**src/rtl/uart_pkg.sv**
```systemverilog
// Shared definitions for the sampled UART receiver: receiver state
// encoding and the derived timing/geometry constants.
package uart_pkg;

  typedef enum logic [1:0] {
    ST_IDLE,
    ST_START,
    ST_DATA,
    ST_STOP
  } rx_state_t;

  // Derived configuration: clock cycles per bit and bytes per sample.
  typedef struct packed {
    int div;
    int nbytes;
  } rx_cfg_t;

  function automatic rx_cfg_t calc_cfg(input int clk_freq, input int baud, input int sample_width);
    rx_cfg_t cfg;
    cfg.div    = clk_freq / baud;
    cfg.nbytes = (sample_width + 7) / 8;
    return cfg;
  endfunction

endpackage

```
**src/rtl/uart_rx_byte.sv**
```systemverilog
// 8N1 byte receiver: synchronises the serial line, times the start bit,
// samples eight data bits LSB first at mid-bit and checks the stop bit.
// Emits a one-cycle strobe with the byte, or a one-cycle frame error.
module uart_rx_byte
  import uart_pkg::*;
#(
  parameter int DIV = 104
) (
  input  logic       clk,
  input  logic       rst_n,
  input  logic       rx,
  output logic [7:0] data,
  output logic       strobe,
  output logic       frame_err,
  output logic       start,
  output logic       idle
);

  localparam int CW = (DIV > 2) ? $clog2(DIV) : 1;
  localparam logic [CW-1:0] HALF = CW'(DIV / 2 - 1);
  localparam logic [CW-1:0] FULL = CW'(DIV - 1);

  logic            sync_meta;
  logic            sync_line;
  logic [1:0]      fill;
  logic            armed;
  logic            armed_next;
  rx_state_t       state;
  rx_state_t       state_next;
  logic [CW-1:0]   cnt;
  logic [CW-1:0]   cnt_next;
  logic [2:0]      bit_idx;
  logic [2:0]      bit_next;
  logic [7:0]      shift;
  logic [7:0]      shift_next;

  // Two-flop synchroniser; idles high so reset never looks like a start bit.
  // The fill pipe marks when sync_line reflects the real line rather than
  // the reset value, so a line held low through reset is not taken as an edge.
  always_ff @(posedge clk or negedge rst_n) begin
    if (!rst_n) begin
      sync_meta <= 1'b1;
      sync_line <= 1'b1;
      fill      <= 2'b00;
    end else begin
      sync_meta <= rx;
      sync_line <= sync_meta;
      fill      <= {fill[0], 1'b1};
    end
  end

  // State register and bit-timing datapath.
  always_ff @(posedge clk or negedge rst_n) begin
    if (!rst_n) begin
      state   <= ST_IDLE;
      cnt     <= '0;
      bit_idx <= '0;
      shift   <= '0;
      armed   <= 1'b0;
    end else begin
      state   <= state_next;
      cnt     <= cnt_next;
      bit_idx <= bit_next;
      shift   <= shift_next;
      armed   <= armed_next;
    end
  end

  // Next-state, counter and strobe logic. A start is only accepted once the
  // line has been seen high (armed), which forces a genuine high-to-low edge.
  always_comb begin
    state_next = state;
    cnt_next   = cnt;
    bit_next   = bit_idx;
    shift_next = shift;
    armed_next = armed;
    strobe     = 1'b0;
    frame_err  = 1'b0;
    start      = 1'b0;
    case (state)
      ST_IDLE: begin
        if (sync_line) begin
          armed_next = fill[1];
        end else if (armed) begin
          state_next = ST_START;
          cnt_next   = HALF;
          start      = 1'b1;
          armed_next = 1'b0;
        end
      end
      ST_START: begin
        if (cnt == '0) begin
          if (!sync_line) begin
            state_next = ST_DATA;
            cnt_next   = FULL;
            bit_next   = '0;
          end else begin
            state_next = ST_IDLE;
          end
        end else begin
          cnt_next = cnt - 1'b1;
        end
      end
      ST_DATA: begin
        if (cnt == '0) begin
          shift_next = {sync_line, shift[7:1]};
          cnt_next   = FULL;
          if (bit_idx == 3'd7) begin
            state_next = ST_STOP;
          end else begin
            bit_next = bit_idx + 3'd1;
          end
        end else begin
          cnt_next = cnt - 1'b1;
        end
      end
      ST_STOP: begin
        if (cnt == '0) begin
          state_next = ST_IDLE;
          if (sync_line) begin
            strobe     = 1'b1;
            armed_next = 1'b1;
          end else begin
            frame_err = 1'b1;
          end
        end else begin
          cnt_next = cnt - 1'b1;
        end
      end
      default: begin
        state_next = ST_IDLE;
      end
    endcase
  end

  assign data = shift;
  assign idle = (state == ST_IDLE);

endmodule

```
**src/rtl/uart_sample_rx.sv**
```systemverilog
// Sample receiver: assembles little-endian bytes from uart_rx_byte into
// CHANNELS samples of SAMPLE_WIDTH bits, presents complete frames through a
// valid/ready holding register, and discards stale partial frames on timeout.
module uart_sample_rx
  import uart_pkg::*;
#(
  parameter int CLK_FREQ     = 12_000_000,
  parameter int BAUD         = 115_200,
  parameter int SAMPLE_WIDTH = 18,
  parameter int CHANNELS     = 1,
  parameter int TIMEOUT_BITS = 20
) (
  input  logic                             CLK_IN,
  input  logic                             RSTN_i,
  input  logic                             RS232_RX_i,
  output logic [CHANNELS*SAMPLE_WIDTH-1:0] SAMPLE_o,
  output logic                             VALID_o,
  input  logic                             READY_i,
  output logic                             FRAME_ERR_o,
  output logic                             OVERRUN_o,
  output logic                             TIMEOUT_o
);

  localparam rx_cfg_t CFG    = calc_cfg(CLK_FREQ, BAUD, SAMPLE_WIDTH);
  localparam int      DIV    = CFG.div;
  localparam int      NBYTES = CFG.nbytes;
  localparam int      TOTAL  = NBYTES * CHANNELS;
  localparam int      IDX_W  = (TOTAL > 1) ? $clog2(TOTAL) : 1;
  localparam int      LIMIT  = TIMEOUT_BITS * DIV;
  localparam int      TW     = $clog2(LIMIT + 1);
  localparam int      FW     = CHANNELS * SAMPLE_WIDTH;

  logic [7:0]       byte_data;
  logic             byte_strobe;
  logic             byte_err;
  logic             byte_start;
  logic             rx_idle;
  logic [IDX_W-1:0] idx;
  logic [TW-1:0]    idle_cnt;
  logic [FW-1:0]    frame_q;
  logic [FW-1:0]    frame_next;
  logic [FW-1:0]    sample_q;
  logic             valid_q;
  logic             frame_err_q;
  logic             overrun_q;
  logic             timeout_q;
  logic             frame_done;
  int               cur_sample;
  int               cur_byte;

  uart_rx_byte #(
    .DIV(DIV)
  ) u_rx_byte (
    .clk      (CLK_IN),
    .rst_n    (RSTN_i),
    .rx       (RS232_RX_i),
    .data     (byte_data),
    .strobe   (byte_strobe),
    .frame_err(byte_err),
    .start    (byte_start),
    .idle     (rx_idle)
  );

  // Merge the arriving byte into the frame being assembled; bits of the last
  // byte of a sample beyond SAMPLE_WIDTH have no destination and are dropped.
  always_comb begin
    cur_sample = int'(idx) / NBYTES;
    cur_byte   = int'(idx) % NBYTES;
    frame_next = frame_q;
    if (byte_strobe) begin
      for (int c = 0; c < CHANNELS; c++) begin
        for (int j = 0; j < SAMPLE_WIDTH; j++) begin
          if (c == cur_sample && (j / 8) == cur_byte) begin
            frame_next[c*SAMPLE_WIDTH + j] = byte_data[j % 8];
          end
        end
      end
    end
  end

  assign frame_done = byte_strobe && (idx == IDX_W'(TOTAL - 1));

  // Byte index, assembly register and idle timeout. Stop handling only
  // happens outside IDLE, so it never competes with the timeout branch.
  always_ff @(posedge CLK_IN or negedge RSTN_i) begin
    if (!RSTN_i) begin
      idx       <= '0;
      idle_cnt  <= '0;
      frame_q   <= '0;
      timeout_q <= 1'b0;
    end else begin
      timeout_q <= 1'b0;
      frame_q   <= frame_next;
      if (byte_err) begin
        idx      <= '0;
        idle_cnt <= '0;
      end else if (byte_strobe) begin
        idx      <= frame_done ? '0 : idx + IDX_W'(1);
        idle_cnt <= '0;
      end else if (byte_start || idx == '0) begin
        idle_cnt <= '0;
      end else if (rx_idle) begin
        if (idle_cnt == TW'(LIMIT - 1)) begin
          idle_cnt  <= '0;
          idx       <= '0;
          timeout_q <= 1'b1;
        end else begin
          idle_cnt <= idle_cnt + TW'(1);
        end
      end
    end
  end

  // Holding register with valid/ready handshake; a frame arriving while the
  // previous one is still unconsumed is dropped and reported as an overrun.
  always_ff @(posedge CLK_IN or negedge RSTN_i) begin
    if (!RSTN_i) begin
      sample_q    <= '0;
      valid_q     <= 1'b0;
      overrun_q   <= 1'b0;
      frame_err_q <= 1'b0;
    end else begin
      overrun_q   <= 1'b0;
      frame_err_q <= byte_err;
      if (frame_done) begin
        if (!valid_q || READY_i) begin
          sample_q <= frame_next;
          valid_q  <= 1'b1;
        end else begin
          overrun_q <= 1'b1;
        end
      end else if (valid_q && READY_i) begin
        valid_q <= 1'b0;
      end
    end
  end

  assign SAMPLE_o    = sample_q;
  assign VALID_o     = valid_q;
  assign FRAME_ERR_o = frame_err_q;
  assign OVERRUN_o   = overrun_q;
  assign TIMEOUT_o   = timeout_q;

endmodule

```
**config.mk**
```make
export PLATFORM = sky130hd
export DESIGN_NAME = uart_sample_rx
export DESIGN_NICKNAME = d
export VERILOG_FILES = /design/src/rtl/uart_pkg.sv /design/src/rtl/uart_rx_byte.sv /design/src/rtl/uart_sample_rx.sv
export SDC_FILE = /design/constraint.sdc
export NUM_CORES = 1
export LEC_CHECK = 0
export ABC_CLOCK_PERIOD_IN_PS = 2000
export CORE_ASPECT_RATIO = 1.25
export CORE_UTILIZATION = 40
export DETAILED_ROUTE_END_ITERATION = 7
export HOLD_SLACK_MARGIN = 0.05
export PLACE_DENSITY = 0.7
export SLEW_MARGIN = 10
export SYNTH_ARGS = -nofsm -noshare
export SYNTH_HDL_FRONTEND = slang
export SYNTH_SLANG_ARGS = --single-unit
```
**constraint.sdc**
```tcl
create_clock -name CLK_IN -period 2 [get_ports CLK_IN]
set_input_delay 0.6 -clock CLK_IN [delete_from_list [all_inputs] [get_ports CLK_IN]]
set_output_delay 0.6 -clock CLK_IN [all_outputs]
set_load 0.02 [all_outputs]
```
==> flow_summary_export.csv, run 1 <==
group,metric,value,unit
status,run_status,"complete, no violations",
worst_setup_path,slowest_delay,0.62,ns
worst_setup_path,crit_start,"SAMPLE_o[15]",
sta,fmax,521,MHz
worst_setup_path,critical_path_peak_fanout,2,
synth,synthAdderAreaFrac,4.01,%
sta,fin_skew,0.00582,ns
clocking,clockBufferDepth,2,
synth,synth_compound_area_share,17.7,%
sta,fin_crit_sh,96.0,%
power,netSwitchingPower,0.00176,W
synth,syn_area,4060,um^2
synth,async_reset_ff_share,100,%
placement,dp_cells,520,
worst_setup_path,arrival,1.32,ns
worst_setup_path,crit_path_end_kind,"output port",
sta,slew_headroom,65.9,%
global_route,antenna_found_initial,0,
synth,syn_nets,374,
final_layout,area_growth,20.7,%
power,p_int,0.00328,W
power,swShare,34.8,%
synth,yosys_warnings,0,
sta,fin_setup_tns,0,ns
floorplan,io_pins,26,
floorplan,die_w,92.1,um
floorplan,core,9760,um^2
power,peakVddDrop,0.599,mV
power,p_per_area,1030,nW/um^2
clocking,cts_inserted_buffers,9,
drt,vias,2995,
drt,drc_errors,0,
drt,postRouteAntennaNets,0,
clocking,cts_tree,"built",
final_layout,final_cell_mix,"dfrtp_1, a21oi_1, buf_4, mux2_2, clkdlybuf4s50_1",
drt,firstDrtPassIters,5,
clocking,clock-sinks,79,
worst_setup_path,required,1.40,ns
synth,synthFlopType,"dfrtp_1",
placement,dp.final_hpwl,6150,um
synth,syn_inst,357,
clocking,clk_pin_slew,0.06,ns
drt,drt_iter0_drc,148,
synth,avgSynthCellArea,11.4,um^2
worst_setup_path,worstSetupPathType,"reg -> out",
drt,routed_wl,8550,um
worst_hold_path,hold_path.class,"in -> async",
worst_setup_path,start_kind,"register",
synth,ys_seq_elements,79,
floorplan,initial_core_util,41.6,%
placement,gp_congestion,0.821,
worst_setup_path,crit_slowest_cell,"clkdlybuf4s50_1",
synth,synth_top_family_by_area,"compound AO/OA/AOI/OAI gates",
placement,portBuffers,25,
final_layout,nets,422,
global_route,grt_first_pass_wirelength,14400,um
synth,synth-xor-area-share,0.647,%
final_layout,finalNonFillerCells,536,
final_layout,final_common_cell,"dfrtp_1",
floorplan,rows,40,
synth,synth_edf_count,0,
clocking,clk_latency,0.33,ns
global_route,grt_util_all_layers,17.1,%
power,p_clk_share,29.5,%
power,seqPwrFrac,36.8,%
power,combPwrFrac,33.6,%
synth,synth_seq_area_share,48.8,%
global_route,grt_pass1_vias,3043,
sta,setup_violations,0,
worst_setup_path,critPathTopFamily,"buffers and inverters",
sta,hold_viol_final,0,
final_layout,antenna_cells,0,
global_route,overflow,0,
clocking,cts-htree-levels,3,
power,p_leak,2.17,nW
floorplan,fp.dieH,115,um
worst_setup_path,crit_chain,"clkdlybuf4s50_1",
clocking,root_buffer,"clkbuf_16",
sta,slew_viol_final,0,
sta,tightest_slew,0.511,ns
worst_setup_path,crit_buf_inv,1,
floorplan,die_area,10600,um^2
drt,wl_per_cell,16.0,um
global_route,grt_start_max_net_pins,41,
sta,final.min_clock_period,1.92,ns
drt,vias_per_cell,5.59,
synth,synth_mux_area_share,11.9,%
final_layout,layout-drive-gt1-share,24.1,%
worst_setup_path,r2r_start,"u_rx_byte.cnt[0]",
synth,synthSimpleGateAreaFrac,13.2,%
sta,grt_setup_unrepaired,"no",
synth,synth.distinct_cells,59,
flow_run,drv_cap,0,
## stage by stage
step	util (%)	cell area, um^2	hold WS (ns)	power [W]	setup slack, ns
final	50.2	4900	0.232	0.00504	0.0792
after floorplan	-	4060	0.304	0.00297	0.0547
after CTS	49.9	4870	0.248	0.00503	0.0112
after global routing	50.2	4900	0.269	0.00531	0.00993
after global placement	47.1	4600	0.334	0.00349	0.0444
after detailed placement	47.1	4600	0.338	0.00352	0.0293
## path summary, 6_finish.rpt
kind,endpoint,slack [ns],cells past startpoint
worst max-delay path,SAMPLE_o[15],0.08,1
worst min-delay path,frame_q[4],0.23,1
worst max register to register,u_rx_byte.cnt[1],0.11,5
worst min register to register,u_rx_byte.fill[1],0.35,0
max in group asynchronous,u_rx_byte.data[0],1.22,2
min in group CLK_IN,u_rx_byte.fill[1],0.35,0
## state kept, by name, indices dropped and copies added (netlist names), 2 cells and up, named ones only
| name | count |
|---|---|
| u_rx_byte.fill | 2 |
| u_rx_byte.bit_idx | 3 |
| idle_cnt | 12 |
| u_rx_byte.data | 8 |
| SAMPLE_o | 18 |
| frame_q | 18 |
| idx | 2 |
| u_rx_byte.cnt | 7 |
## cell usage after synthesis (7+ instances only)
cell type,instances,area share [%]
ha_1,13,4.0
nand2_1,17,1.6
nand3_1,11,1.4
a21oi_1,31,3.8
o21ai_0,10,1.2
mux2_2,26,7.2
inv_1,10,0.92
buf_2,7,0.86
a31oi_1,14,2.2
nor2_1,17,1.6
mux2i_1,19,4.7
nor3_1,7,0.86
dfrtp_1,77,47
a21oi_4,10,4.0
## per-layer routing
layer	global-route usage, %	wire length [um]	vias up
met1	21.2	3790	1511
met4	6.35	89	0
met3	3.05	248	10
met5	0	0	-
li1	-	-	1425
met2	29.9	4430	49
## layout make-up
cell class	instances	area [um^2]
clock inverters	7	47.5
inverters	10	37.5
fillers	860	4860
flip-flops and latches	79	1980
multi-input cells	250	1950
clock buffers	9	225
repair buffers	55	498
well taps	126	158
## cells by family after synthesis
family / count (synthesis)
flops: 79
other cells: 1
buf+inv: 28
xor+xnor: 3
mux: 45
fa+ha+maj: 13
compound gates: 95
simple gates: 93
## timing repair
action	4_1_cts	5_1_grt
resized for setup	0	6
endpoints found under the hold margin	0	0
hold buffers	0	0
buffers inserted	0	0
setup endpoints to repair	0	47
## power by group through the flow
stage | registers (W) | logic (W) | clock network, W
2_1_floorplan | 0.00187 | 0.00110 | 0
6_report | 0.00185 | 0.00170 | 0.00149
5_1_grt | 0.00187 | 0.00186 | 0.00158
4_1_cts | 0.00185 | 0.00166 | 0.00152
3_3_place_gp | 0.00187 | 0.00163 | 0
3_5_place_dp | 0.00188 | 0.00164 | 0
(Power assumes the default switching activity.)
==> run 2: changes to the inputs <==
==> constraint.sdc (replaced) <==
create_clock -name CLK_IN -period 2 [get_ports CLK_IN]
set_input_delay 0.2 -clock CLK_IN [delete_from_list [all_inputs] [get_ports CLK_IN]]
set_output_delay 0.2 -clock CLK_IN [all_outputs]
set_load 0.02 [all_outputs]
==> run 2 against run 1 <==
- setup slack better by 0.0071 ns
- clock power hardly changed
- fmax is 0.37% higher
- largest power group unchanged
==> flow_summary_export.csv, run 2 (same netlist as run 1, synthesis figures left out) <==
group,metric,value,unit
sta,fin_skew,0.00479,ns
clocking,clk_pin_slew,0.06,ns
placement,gp_congestion,0.842,
sta,fmax,523,MHz
floorplan,initial_core_util,41.6,%
global_route,grt_start_max_net_pins,42,
final_layout,finalNonFillerCells,532,
drt,routed_wl,8650,um
final_layout,final_common_cell,"dfrtp_1",
worst_setup_path,arrival,2.13,ns
worst_setup_path,crit_slowest_cell,"or3b_4",
placement,portBuffers,25,
power,p_leak,2.14,nW
sta,tightest_slew,0.547,ns
clocking,clockBufferDepth,2,
worst_setup_path,crit_buf_inv,1,
final_layout,area_growth,20.0,%
power,peakVddDrop,0.615,mV
floorplan,io_pins,26,
worst_setup_path,crit_path_end_kind,"register",
clocking,cts_inserted_buffers,9,
floorplan,die_w,92.1,um
sta,fin_setup_tns,0,ns
floorplan,fp.dieH,115,um
final_layout,final_cell_mix,"dfrtp_1, a21oi_1, mux2_2, buf_4, clkdlybuf4s50_1",
placement,dp.final_hpwl,6120,um
drt,drc_errors,0,
placement,placed_cell_area,4570,um^2
drt,vias,2967,
final_layout,final_core_util,49.9,%
sta,slew_headroom,63.5,%
clocking,root_buffer,"clkbuf_16",
flow_run,drv_cap,0,
floorplan,die_area,10600,um^2
worst_hold_path,hold_path.class,"in -> reg",
sta,setup_violations,0,
final_layout,nets,419,
global_route,grt_pass1_vias,3052,
clocking,postCtsSetupRepairBufs,0,
floorplan,rows,40,
worst_setup_path,critical_path_peak_fanout,8,
worst_setup_path,worstSetupPathType,"reg -> reg",
worst_setup_path,slowest_delay,0.45,ns
sta,hold_viol_final,0,
sta,slew_viol_final,0,
global_route,overflow,0,
clocking,cts-htree-levels,3,
clocking,clock-sinks,79,
worst_setup_path,start_kind,"register",
final_layout,layout-drive-gt1-share,23.4,%
status,run_status,"complete, no violations",
drt,vias_per_cell,5.58,
sta,final.min_clock_period,1.91,ns
final_layout,antenna_cells,0,
power,p_per_area,1020,nW/um^2
global_route,grt_first_pass_wirelength,14900,um
clocking,cts_tree,"built",
worst_setup_path,required,2.22,ns
drt,firstDrtPassIters,4,
sta,grt_setup_unrepaired,"yes",
sta,fin_crit_sh,95.7,%
placement,dp_cells,516,
global_route,grt_util_all_layers,17.8,%
final_layout,nFillCells,861,
drt,drt_iter0_drc,163,
worst_setup_path,critPathTopFamily,"simple AND/OR/NAND/NOR gates",
worst_setup_path,crit_chain,"inv_1 -> ha_2 -> or3b_4 -> nor2_2 -> nand2_2 -> mux2_2",
clocking,clk_latency,0.33,ns
floorplan,core,9760,um^2
final_layout,final_area,4870,um^2
drt,postRouteAntennaNets,0,
global_route,antenna_found_initial,0,
drt,wl_per_cell,16.3,um
==> run 2: metrics by stage <==
| step | total power (W) | hold slack (ns) | setup WS, ns |
|---|---|---|---|
| 2_1_floorplan | 0.00297 | -0.0956 | 0.0547 |
| 3_3_place_gp | 0.00343 | 0.224 | -0.0293 |
| 3_5_place_dp | 0.00347 | 0.224 | -0.00593 |
| 4_1_cts | 0.00498 | 0.274 | 0.0537 |
| 5_1_grt | 0.00526 | 0.275 | -0.0445 |
| 6_report | 0.00497 | 0.284 | 0.0863 |
==> run 2: power by group <==
part / internal [W] / switching (W) / total [W]
combinational: 0.000681 / 0.000943 / 0.00162
sequential: 0.00173 / 0.000140 / 0.00187
clock: 0.000860 / 0.000617 / 0.00148
==> run 2: per-layer routing <==
metal  track usage (%)  vias up  part of all wire (%)
li1                  -     1432                     -
met1              22.3     1444                    44
met2              29.7       73                    51
met3              3.59       18                   3.6
met4              8.23        0                   2.1
met5                 0        -                     0
==> run 2: layout make-up <==
class | count | area (um^2) | share of cell area, %
multi-input cells | 250 | 1950 | 40.1
inverters | 10 | 37.5 | 0.770
clock inverters | 4 | 22.5 | 0.462
flip-flops and latches | 79 | 1980 | 40.6
clock buffers | 11 | 243 | 4.98
repair buffers | 52 | 478 | 9.81
well taps | 126 | 158 | 3.24
==> run 2: worst paths after layout <==
check                                           end  cells after the start               from  slack, ns
worst max-delay path              u_rx_byte.data[3]                      6   u_rx_byte.cnt[0]       0.09
worst min-delay path            u_rx_byte.sync_meta                      1         RS232_RX_i       0.28
worst max register to register    u_rx_byte.data[3]                      6   u_rx_byte.cnt[0]       0.09
worst min register to register    u_rx_byte.fill[1]                      0  u_rx_byte.fill[0]       0.35
max in group asynchronous       u_rx_byte.sync_meta                      3             RSTN_i       0.95
min in group asynchronous               SAMPLE_o[4]                      2             RSTN_i       0.39
==> run 2: timing repair <==
action                                  in CTS  in global routing
endpoints found under the hold margin       40                  0
hold buffers                                 1                  0
endpoints found under the setup margin      26                 39
resized for setup                            2                  5
==> run 3: changes to the inputs <==
--- a/config.mk
+++ b/config.mk
@@ -5,8 +5,9 @@
 export SDC_FILE = /design/constraint.sdc
 export NUM_CORES = 1
 export LEC_CHECK = 0
-export ABC_CLOCK_PERIOD_IN_PS = 2000
+export ABC_CLOCK_PERIOD_IN_PS = 1700
 export CORE_ASPECT_RATIO = 1.25
+export CORE_MARGIN = 1.5
 export CORE_UTILIZATION = 40
 export DETAILED_ROUTE_END_ITERATION = 7
 export HOLD_SLACK_MARGIN = 0.05
==> constraint.sdc (replaced) <==
create_clock -name CLK_IN -period 1.7 [get_ports CLK_IN]
set_input_delay 0.17 -clock CLK_IN [delete_from_list [all_inputs] [get_ports CLK_IN]]
set_output_delay 0.17 -clock CLK_IN [all_outputs]
set_load 0.02 [all_outputs]
==> run 3 against run 2 <==
- the run now ends with negative setup slack left
- first-iteration DRC count increased by 8.6%
- global-route usage increased by 1.2 points
- cell area increased by 14%
- fmax increased by 6.9%
- combinational power increased by 83%
- final cell count increased by 9.2%
- critical path depth decreased by 1
- sequential share of layout area decreased by 5.0 points
- largest power group is now combinational cells
- count of clock-buffer cells in the layout decreased by 1
- critical endpoint is now u_rx_byte.cnt[1]
- non-clock buffer count increased by 48
- via count increased by 11%
- routed wire length increased by 15%
==> flow_summary_export.csv, run 3 (same netlist as run 1, synthesis figures left out) <==
group,metric,value,unit
worst_setup_path,crit_path_end_kind,"register",
power,combPwrFrac,42.6,%
floorplan,die_w,93.1,um
floorplan,io_pins,26,
global_route,gr-usage-met1,22.9,%
final_layout,multi_input_area,2170,um^2
floorplan,fp.dieH,116,um
worst_setup_path,required,1.93,ns
sta,slew_viol_final,0,
status,run_status,"complete, but fails checks",
status,violations,"negative setup slack",
final_layout,regArea,1980,um^2
power,p_int,0.00449,W
power,p_leak,2.44,nW
placement,dp.final_hpwl,6600,um
drt,wl_per_cell,17.1,um
global_route,grt_first_pass_wirelength,16200,um
floorplan,core,9760,um^2
final_layout,nFillCells,806,
worst_setup_path,reg2reg_setup_slack,-0.09,ns
clocking,cts_inserted_buffers,9,
clocking,clk_latency,0.34,ns
sta,fin_skew,0.0103,ns
power,p_per_area,1260,nW/um^2
global_route,grt_util_all_layers,19.0,%
drt,routed_wl,9910,um
clocking,clock-sinks,79,
worst_setup_path,critical_path_peak_fanout,7,
power,netSwitchingPower,0.00249,W
global_route,antenna_found_initial,0,
clocking,clk_pin_slew,0.06,ns
final_layout,final_area,5550,um^2
drt,vias,3282,
clocking,root_buffer,"clkbuf_16",
sta,fin_crit_sh,105,%
sta,grt_setup_unrepaired,"yes",
global_route,grt_use_met3,3.81,%
clocking,cts_tree,"built",
global_route,grt_pass1_vias,3365,
global_route,top_usage_layer,"met2",
floorplan,die_area,10800,um^2
placement,dp_cells,549,
sta,setup_violations,41,
worst_setup_path,arrival,2.02,ns
power,swShare,35.7,%
final_layout,finalNonFillerCells,581,
worst_setup_path,worstSetupPathType,"reg -> reg",
sta,fin_ws,-0.0907,ns
placement,portBuffers,25,
final_layout,final_common_cell,"dfrtp_1",
flow_run,drv_cap,0,
global_route,grt_start_max_net_pins,44,
final_layout,antenna_cells,0,
drt,vias_per_cell,5.65,
worst_setup_path,start_kind,"register",
drt,postRouteAntennaNets,0,
final_layout,layout-drive-gt1-share,39.8,%
power,peakVddDrop,0.716,mV
placement,gp_congestion,0.856,
drt,drt_iter0_drc,177,
sta,final.min_clock_period,1.79,ns
power,totalPowerFinal,0.00698,W
floorplan,rows,40,
clocking,cts-htree-levels,3,
global_route,overflow,0,
placement,placed_cell_area,4870,um^2
sta,hold_viol_final,0,
power,p_clk_share,26.7,%
global_route,use_met2,32.8,%
final_layout,nets,467,
floorplan,initial_core_util,41.6,%
sta,fmax,558,MHz
final_layout,final_cell_mix,"dfrtp_1, buf_4, mux2_2, a21oi_1, clkdlybuf4s50_1",
final_layout,area_growth,36.7,%
power,seqPwrFrac,30.8,%
drt,firstDrtPassIters,4,
clocking,clockBufferDepth,2,
worst_hold_path,hold_path.class,"in -> reg",
drt,drc_errors,0,
sta,fin_setup_tns,-1.59,ns
## run 3: final timing paths
check	from	endpoint	depth (start not counted)
max in group asynchronous	RSTN_i	u_rx_byte.sync_line	3
min in group asynchronous	RSTN_i	SAMPLE_o[11]	2
min	RS232_RX_i	u_rx_byte.sync_meta	1
max	u_rx_byte.cnt[1]	u_rx_byte.cnt[1]	5
max reg2reg	u_rx_byte.cnt[1]	u_rx_byte.cnt[1]	5
min reg2reg	u_rx_byte.sync_meta	u_rx_byte.sync_line	0
## run 3: cell type report
type                       count  share of cell area (%)
multi-input combinational    250                    39.1
sequential                    79                    35.7
timing repair buffer         100                    16.4
clock buffer                  10                    4.31
tap                          126                    2.84
clock inverter                 6                   0.879
inverter                      10                   0.766
## run 3: metal layers
layer,wire [um],part of all wire (%),vias up
li1,-,-,1529
met1,4210,42,1622
met2,4960,50,106
met3,445,4.5,25
met4,292,2.9,0
met5,0,0,-
## run 3: per-stage QoR
stage | hold WS (ns) | setup slack [ns] | util (%)
after floorplan | -0.126 | -0.173 | -
after global placement | 0.0579 | -0.157 | 49.9
after detailed placement | 0.0633 | -0.174 | 49.9
after CTS | 0.233 | -0.0807 | 54.4
after global routing | 0.236 | -0.142 | 56.9
final | 0.234 | -0.0907 | 56.9
## run 3: critical path: stages, from the launching register on
cell and delay, ns:
dfrtp_1 0.39, inv_2 0.07, ha_4 0.14, or3b_4 0.46, o32a_1 0.40, o22a_1 0.22
## run 3: timing repair
| item | 4_1_cts | 5_1_grt |
|---|---|---|
| setup endpoints to repair | 72 | 64 |
| pin swaps | 2 | 22 |
| buffers inserted | 5 | 5 |
| gates cloned | 1 | 4 |
| hold buffers | 1 | 0 |
| hold endpoints to repair | 76 | 0 |
| gates resized for setup | 22 | 45 |
## run 3: power groups by stage
stage	logic [W]	registers [W]	clock network [W]
2_1_floorplan	0.00140	0.00220	0
5_1_grt	0.00322	0.00216	0.00197
6_report	0.00297	0.00215	0.00186
3_5_place_dp	0.00238	0.00217	0
3_3_place_gp	0.00230	0.00216	0
4_1_cts	0.00265	0.00215	0.00188
